[src/rtl/conv_encoder_framed.sv]
// conv_encoder_framed
//
// Framed rate-1/2 convolutional encoder, K=3, generators 7/5 (octal).
// Accepts one information bit per handshake and produces one 2-bit code symbol
// per accepted bit. After every FRAME_LEN data bits it appends two zero tail
// bits. The tail drives the trellis back to state 0, so the downstream Viterbi
// decoder can terminate each frame cleanly.
//
// Parameters:
//   FRAME_LEN      information bits per frame (2..65535)
//   G0, G1         generator taps for d_out[1] / d_out[0]; bit 2 taps the input
// Ports:
//   clk            clock
//   rst            synchronous active-high reset
//   enable_i       input bit valid; a bit is accepted when enable_i && ready_o
//   d_in           information bit
//   ready_o        encoder can accept a bit this cycle (combinational)
//   valid_o        one-cycle pulse, d_out holds a new symbol
//   d_out          code symbol {g0 parity, g1 parity}
//   frame_start_o  first symbol of a frame (qualified by valid_o)
//   frame_end_o    last tail symbol of a frame (qualified by valid_o)
//   bit_ct_o       data bits accepted so far in the current frame

module conv_encoder_framed #(
  parameter int         FRAME_LEN = 256,
  parameter logic [2:0] G0        = 3'b111,
  parameter logic [2:0] G1        = 3'b101
) (
  input  logic        clk,
  input  logic        rst,
  input  logic        enable_i,
  input  logic        d_in,
  output logic        ready_o,
  output logic        valid_o,
  output logic [1:0]  d_out,
  output logic        frame_start_o,
  output logic        frame_end_o,
  output logic [15:0] bit_ct_o
);

  localparam logic [15:0] FRAME_LEN_W = 16'(FRAME_LEN);

  typedef enum logic [1:0] {
    IDLE = 2'd0,
    DATA = 2'd1,
    TAIL = 2'd2
  } state_t;

  state_t      state, state_next;
  logic [1:0]  sr, sr_next;
  logic [15:0] bit_ct, bit_ct_next;
  logic        tail_ct, tail_ct_next;

  logic        accept;
  logic        step;
  logic        b;
  logic [2:0]  v;
  logic [1:0]  sym;
  logic        sym_start, sym_end;

  // First pipeline stage: the symbol computed on the accept edge is held here
  // and moved to the outputs on the following edge.
  logic        s1_valid, s1_start, s1_end;
  logic [1:0]  s1_sym;

  // Ready is blocked during the tail and while reset is asserted.
  assign ready_o = !rst && (state != TAIL);
  assign accept  = enable_i && ready_o;

  assign bit_ct_o = bit_ct;

  // Next-state logic. A "step" is any cycle that pushes a bit into the shift
  // register: a data accept, or either of the two forced-zero tail cycles.
  always_comb begin
    state_next   = state;
    bit_ct_next  = bit_ct;
    tail_ct_next = tail_ct;
    step         = 1'b0;
    b            = 1'b0;
    sym_start    = 1'b0;
    sym_end      = 1'b0;

    case (state)
      IDLE: begin
        if (accept) begin
          step         = 1'b1;
          b            = d_in;
          sym_start    = 1'b1;
          bit_ct_next  = 16'd1;
          tail_ct_next = 1'b0;
          state_next   = (FRAME_LEN_W == 16'd1) ? TAIL : DATA;
        end
      end
      DATA: begin
        if (accept) begin
          step        = 1'b1;
          b           = d_in;
          bit_ct_next = bit_ct + 16'd1;
          if (bit_ct_next == FRAME_LEN_W) begin
            state_next   = TAIL;
            tail_ct_next = 1'b0;
          end
        end
      end
      TAIL: begin
        step         = 1'b1;
        b            = 1'b0;
        tail_ct_next = 1'b1;
        if (tail_ct) begin
          sym_end     = 1'b1;
          bit_ct_next = 16'd0;
          state_next  = IDLE;
        end
      end
      default: begin
        state_next = IDLE;
      end
    endcase

    // Encode vector {input, newest past bit, oldest past bit}.
    v   = {b, sr[0], sr[1]};
    sym = {^(v & G0), ^(v & G1)};

    sr_next = sr;
    if (step) begin
      sr_next = {sr[0], b};
    end
    // The two zero tail bits already flush sr; clearing explicitly keeps the
    // next frame's starting state obvious.
    if ((state == TAIL) && tail_ct) begin
      sr_next = 2'b00;
    end
  end

  // State, shift register and the two-stage symbol output pipeline.
  always_ff @(posedge clk) begin
    if (rst) begin
      state         <= IDLE;
      sr            <= 2'b00;
      bit_ct        <= 16'd0;
      tail_ct       <= 1'b0;
      s1_valid      <= 1'b0;
      s1_sym        <= 2'b00;
      s1_start      <= 1'b0;
      s1_end        <= 1'b0;
      valid_o       <= 1'b0;
      d_out         <= 2'b00;
      frame_start_o <= 1'b0;
      frame_end_o   <= 1'b0;
    end else begin
      state   <= state_next;
      sr      <= sr_next;
      bit_ct  <= bit_ct_next;
      tail_ct <= tail_ct_next;

      s1_valid <= step;
      s1_start <= step && sym_start;
      s1_end   <= step && sym_end;
      if (step) begin
        s1_sym <= sym;
      end

      valid_o       <= s1_valid;
      frame_start_o <= s1_valid && s1_start;
      frame_end_o   <= s1_valid && s1_end;
      if (s1_valid) begin
        d_out <= s1_sym;
      end
    end
  end

endmodule

[config.mk]
export PLATFORM = sky130hd
export DESIGN_NAME = conv_encoder_framed
export DESIGN_NICKNAME = d
export VERILOG_FILES = /design/src/rtl/conv_encoder_framed.sv
export SDC_FILE = /design/constraint.sdc
export NUM_CORES = 1
export LEC_CHECK = 0
export CAP_MARGIN = 30
export CORE_MARGIN = 2
export CORE_UTILIZATION = 57
export CTS_BUF_LIST = sky130_fd_sc_hd__clkbuf_16
export CTS_CLUSTER_DIAMETER = 30
export DETAILED_ROUTE_END_ITERATION = 10
export HOLD_SLACK_MARGIN = 0.03
export PLACE_DENSITY = 0.87
export SKIP_LAST_GASP = 1
export SYNTH_ARGS = -nofsm -noshare
export SYNTH_HDL_FRONTEND = slang
export SYNTH_SLANG_ARGS = --single-unit
[constraint.sdc]
create_clock -name clk -period 6.3 [get_ports clk]
set_input_delay 1.26 -clock clk [delete_from_list [all_inputs] [get_ports clk]]
set_output_delay 1.26 -clock clk [all_outputs]
set_load 0.02 [all_outputs]
==> flow_metrics.tcl, run 1 <==
set metrics [dict create \
    power_density_mw_per_mm2 278 \
    yosys.area.top_type "dfxtp_1" \
    ys_warn_count 0 \
    use_met2_pct 38.7 \
    p_sw_mw 0.169 \
    first_iter_violations 98 \
    dp_hpwl_mm 2.66 \
    diodes 0 \
    leakagePower_nw 0.747 \
    routed_wl_mm 4.04 \
    num-nets-final 248 \
    end_kind "primary output" \
    drc 0 \
    slew_violations 0 \
    finalCritPeriodShare_pct 62.1 \
    final-hold-violation-count 0 \
    ys_top_cells_by_area "dfxtp_1 (36%), a21oi_1 (6.1%), nor2_1 (5.9%), o21ai_0 (4.3%), mux2i_1 (4.1%)" \
    htreeDepth 2 \
    cts_resized 0 \
    vias 1681 \
    die-height_um 59.1 \
    drive_above_1_share_pct 8.33 \
    critPathKind "in2out" \
    netlist_instances 216 \
    synth_edf_count 0 \
    internal_power_mw 0.428 \
    fin_worst_skew_ns 0.00264 \
    worstHoldPathType "reg2reg" \
    syn_to_final_growth_pct 24.3 \
    worstPathRequired_ns 5.04 \
    p_comb_share_pct 18.6 \
    syn_nets 225 \
    fillers 196 \
    cts.sinks 31 \
    post_cts_buffers 0 \
    p_clk_share_pct 45.1 \
    clock_tree.root_cell "clkbuf_16" \
    dieArea_mm2 0.00349 \
    antenna_found_initial 0 \
    ctsHoldBuffers 0 \
    rsz0062_at_grt "false" \
    cts_buffers 5 \
    syn_area_mm2 0.00173 \
    ys_seq_area_share_pct 35.9 \
    fmax_mhz 255 \
    ant_nets 0 \
    core_region_area_mm2 0.00283 \
    grt_remaining_overflow 0 \
    multi_input_area_mm2 0.00104 \
    port_buffers 25 \
    clkTransAtPathRegs_ns 0.05 \
    setup_ws_ns 2.39 \
    seqCellArea_um2 621 \
    drtPass1Iterations 4 \
    grt.met1_usage_pct 32.3 \
    async_flop_share_pct 0 \
    period_minus_slack_ns 3.91 \
    io_pins 26 \
    worstSetupStartpointType "input port" \
    clk_latency_ns 0.28 \
    die_width_um 59.1 \
    drv_cap 0 \
    initial_utilization_pct 61.1 \
    use_met3_pct 5.46 \
    tightest_slew_ns 0.640 \
    gp_congestion 0.854 \
    worst-path-max-fanout 27 \
    dp_cells 263 \
    synth_cell_type_count 45 \
    grt_pass1_wl_mm 6.64 \
    synthFlopType "dfxtp_1" \
    wl_per_cell_um 14.9 \
    swShare_pct 28.3 \
    finalSetupViolations 0 \
    max_slew_margin_pct 56.1 \
    yosysTopAreaCellShare_pct 35.9 \
    clock_path_buffers 2 \
    synth-seq-cells 31 \
    preCtsSetupSlack_ns 2.35 \
    fp-row-count 19 \
    grt_pass1_vias 1495 \
    cp.arrival_ns 2.65 \
    grt-busiest-layer "met2" \
    fin_cells 271 \
    grt_max_degree 28 \
    cts_tree "yes" \
    seqPwrFrac_pct 36.3 \
    syn_area_per_cell_um2 8.00 \
    drt-vias-per-instance 6.20 \
    fin_setup_tns_ns 0 \
    track_usage_pct 24.8 \
    status "finished, final reports clean" \
    vdd_ir_drop_max_mv 0.219 \
]
final timing paths:
path              slack [ns]      from  cells past startpoint             to
setup / recovery        2.39       rst                      4        ready_o
hold / removal          0.44  s1_start                      1  frame_start_o
setup reg to reg        3.26  state[1]                      8    bit_ct_o[8]
hold reg to reg         0.44  s1_start                      1  frame_start_o
flip-flops by register name, summed over array words and instances, names as in the netlist:
name	count
bit_ct_o	16
d_out	2
frame_end_o	1
frame_start_o	1
s1_end	1
s1_start	1
s1_sym	2
s1_valid	1
sr	2
state	2
tail_ct	1
valid_o	1
per-layer routing:
| layer | vias up | wire length (um) |
|---|---|---|
| li1 | 830 | - |
| met1 | 771 | 1820 |
| met2 | 70 | 1860 |
| met3 | 10 | 290 |
| met4 | 0 | 70 |
| met5 | - | 0 |
worst max-delay path: stages:
cell             delay, ns
clkdlybuf4s50_1       0.40
buf_4                 0.22
nor2_1                0.15
clkdlybuf4s50_1       0.62
layout make-up:
class / count / area share (%)
Sequential cell: 31 / 28.9
Tap cell: 31 / 1.81
Clock inverter: 3 / 1.81
Multi-Input combinational cell: 169 / 48.6
Clock buffer: 5 / 5.82
Timing Repair Buffer: 26 / 12.0
Inverter: 6 / 1.05
power by group through the flow:
stage / combinational (mW) / clock (mW) / sequential, mW
floorplan: 0.0820 / 0 / 0.220
global placement: 0.104 / 0 / 0.219
detailed placement: 0.107 / 0 / 0.220
CTS: 0.110 / 0.271 / 0.216
global route: 0.124 / 0.279 / 0.217
finish: 0.111 / 0.269 / 0.216
through the flow:
step	utilization [%]	instance area [um2]	hold WS [ns]	total power, mW
after floorplan	-	1730	0.406	0.302
after global placement	70.1	1980	0.409	0.323
after detailed placement	70.1	1980	0.412	0.327
after CTS	75.9	2150	0.449	0.596
after global routing	75.9	2150	0.461	0.620
final	75.9	2150	0.444	0.597
cells in the mapped netlist, types with 2 or more instances:
master,count
ha_1,5
or4b_1,2
nand3_1,9
nand3b_1,4
a31oi_1,6
or3_1,3
a21oi_1,21
nand4_1,3
a211oi_1,4
nand2_1,16
nor3b_1,2
nor2b_1,3
dfxtp_1,31
mux2i_1,7
and2_1,3
and3_1,3
nor2_1,27
and2_2,2
buf_2,2
xnor2_1,5
clkbuf_1,8
or2_2,2
nor3_1,5
inv_1,6
o21ai_0,15
nor4_1,3
placed cells by master (no fill, tap or decap), drive strengths merged, types with 4 or more instances in the layout:
| cell | netlist | routed |
|---|---|---|
| dfxtp | 31 | 31 |
| nor2 | 27 | 27 |
| clkdlybuf4s50 | 0 | 25 |
| a21oi | 21 | 21 |
| nand2 | 16 | 16 |
| o21ai | 15 | 15 |
| nand3 | 11 | 11 |
| mux2i | 7 | 7 |
| inv | 6 | 6 |
| a31oi | 6 | 6 |
| nor3 | 5 | 5 |
| xnor2 | 5 | 5 |
| ha | 5 | 5 |
| clkbuf | 8 | 5 |
| and2 | 5 | 5 |
| nand3b | 4 | 4 |
| a211oi | 4 | 4 |
| or3 | 4 | 4 |
logic make-up (layout without fill, tap and decap cells):
logic type      count (synthesis)  count (layout)  share of synthesized area [%]
xor+xnor                        6               6                           3.04
compound gates                 55              55                           19.0
flops                          31              31                           35.9
buf+inv                        16              40                           3.62
fa+ha+maj                       5               5                           3.62
mux                             7               7                           4.06
simple gates                   96              96                           30.7
(Power assumes the default switching activity.)
==> run 2: changes to the inputs <==
CORE_UTILIZATION = 48   (was 57)
PLACE_DENSITY = 0.78   (was 0.87)
clock period = 3.5 ns   (was 6.3 ns; I/O delays follow)
==> run 2 against run 1 <==
  * Cell area up 0.47%
  * Clock-buffer cell count unchanged
  * Clock power up 48%
  * Non-clock buffer count up 2
  * Register-to-register slack worse by 2.4 ns
  * Final cell count up 6.3%
  * Sequential power up 80%
  * Clock skew about the same
  * Power up 67%
  * Global-route usage down 4.8 points
  * Sequential cell count unchanged
  * Critical endpoint is now bit_ct_o[5]
==> flow_metrics.tcl, run 2 (synthesized netlist as in run 1, its figures left out) <==
set metrics [dict create \
    status "finished, final reports clean" \
    fmax_mhz 350 \
    dieArea_mm2 0.00410 \
    period_minus_slack_ns 2.86 \
    track_usage_pct 19.9 \
    p_total_mw 0.996 \
    htreeDepth 2 \
    final_common_cell "dfxtp_1" \
    initial_utilization_pct 51.0 \
    rsz0062_at_grt "false" \
    routed_wl_mm 3.87 \
    core_region_area_mm2 0.00339 \
    first_iter_violations 102 \
    grt_pass1_wl_mm 6.40 \
    io_pins 26 \
    largest_reg_flops 16 \
    cts_tree "yes" \
    die_width_um 64 \
    leakagePower_nw 0.740 \
    grt_remaining_overflow 0 \
    diodes 0 \
    antenna_found_initial 0 \
    vias 1616 \
    grt_pass1_vias 1406 \
    post_cts_buffers 0 \
    tightest_slew_ns 0.619 \
    clock_tree.root_cell "clkbuf_16" \
    worstHoldPathType "reg2reg" \
    vdd_ir_drop_max_mv 0.277 \
    preCtsSetupSlack_ns 0.409 \
    slew_violations 0 \
    ctsHoldBuffers 0 \
    clk_latency_ns 0.27 \
    final-hold-violation-count 0 \
    power_density_mw_per_mm2 462 \
    clkTransAtPathRegs_ns 0.05 \
    drv_cap 0 \
    cts.sinks 31 \
    cp.arrival_ns 3.06 \
    port_buffers 25 \
    dp_hpwl_mm 2.68 \
    max_slew_margin_pct 57.5 \
    critPathKind "in2reg" \
    finalCritPeriodShare_pct 81.6 \
    fp-row-count 21 \
    dpl_cell_area_mm2 0.00202 \
    drc 0 \
    cts_buffers 5 \
    wl_per_cell_um 13.5 \
    syn_to_final_growth_pct 24.9 \
    gp_congestion 0.903 \
    fillers 280 \
    finalInstanceArea_mm2 0.00216 \
    drtPass1Iterations 4 \
    setup_ws_ns 0.643 \
    worstPathRequired_ns 3.70 \
    fin_worst_skew_ns 0.00220 \
    finalSetupViolations 0 \
    grt_max_degree 21 \
    final_cell_mix "dfxtp_1 (31), nor2_1 (27), clkdlybuf4s50_1 (25)" \
    end_kind "flip-flop" \
    drt-vias-per-instance 5.61 \
    ant_nets 0 \
    die-height_um 64 \
    fin_setup_tns_ns 0 \
    worstSetupStartpointType "input port" \
    num-nets-final 250 \
    clock_path_buffers 2 \
    worst-path-max-fanout 20 \
    cts_resized 0 \
    drive_above_1_share_pct 8.68 \
]
-- run 2: power by group --
group	internal [mW]	switching (mW)	leakage (nW)	total, mW
Clock	0.258	0.142	0.0649	0.399
Sequential	0.368	0.0212	0.251	0.389
Combinational	0.0803	0.127	0.424	0.208
-- run 2: metrics by stage --
stage	hold WS (ns)	std cells	util [%]
after floorplan	0.406	216	-
after global placement	0.408	280	59.5
after detailed placement	0.417	280	59.5
after CTS	0.429	288	63.7
after global routing	0.444	288	63.7
final	0.425	288	63.7
-- run 2: final cells by class --
cell class / instances / area, um2 / share of cell area, %
Inverter: 6 / 22.5 / 1.04
Timing Repair Buffer: 28 / 273 / 12.6
Multi-Input combinational cell: 169 / 1040 / 48.4
Tap cell: 46 / 57.6 / 2.67
Clock buffer: 5 / 125 / 5.80
Clock inverter: 3 / 15.0 / 0.696
Sequential cell: 31 / 621 / 28.8
-- run 2: path summary, 6_finish.rpt --
path | from | cells after the start | slack (ns) | end
max | rst | 8 | 0.64 | bit_ct_o[5]
min | s1_end | 1 | 0.42 | frame_end_o
max reg2reg | state[1] | 9 | 0.85 | bit_ct_o[5]
min reg2reg | s1_end | 1 | 0.42 | frame_end_o
-- run 2: critical path, cell delays in order --
cell and delay, ns:
clkdlybuf4s50_1 0.57, inv_1 0.28, a21oi_1 0.11, or3_1 0.37
buf_4 0.21, nor2_1 0.49, nand4_1 0.16, a21oi_1 0.17
-- run 2: routing by layer --
layer	routed length, um	up-vias	GRT usage (%)
li1	-	836	-
met1	1910	734	27.7
met3	180	5	4.40
met4	38	0	6.79
met2	1750	41	30.5
met5	0	-	0
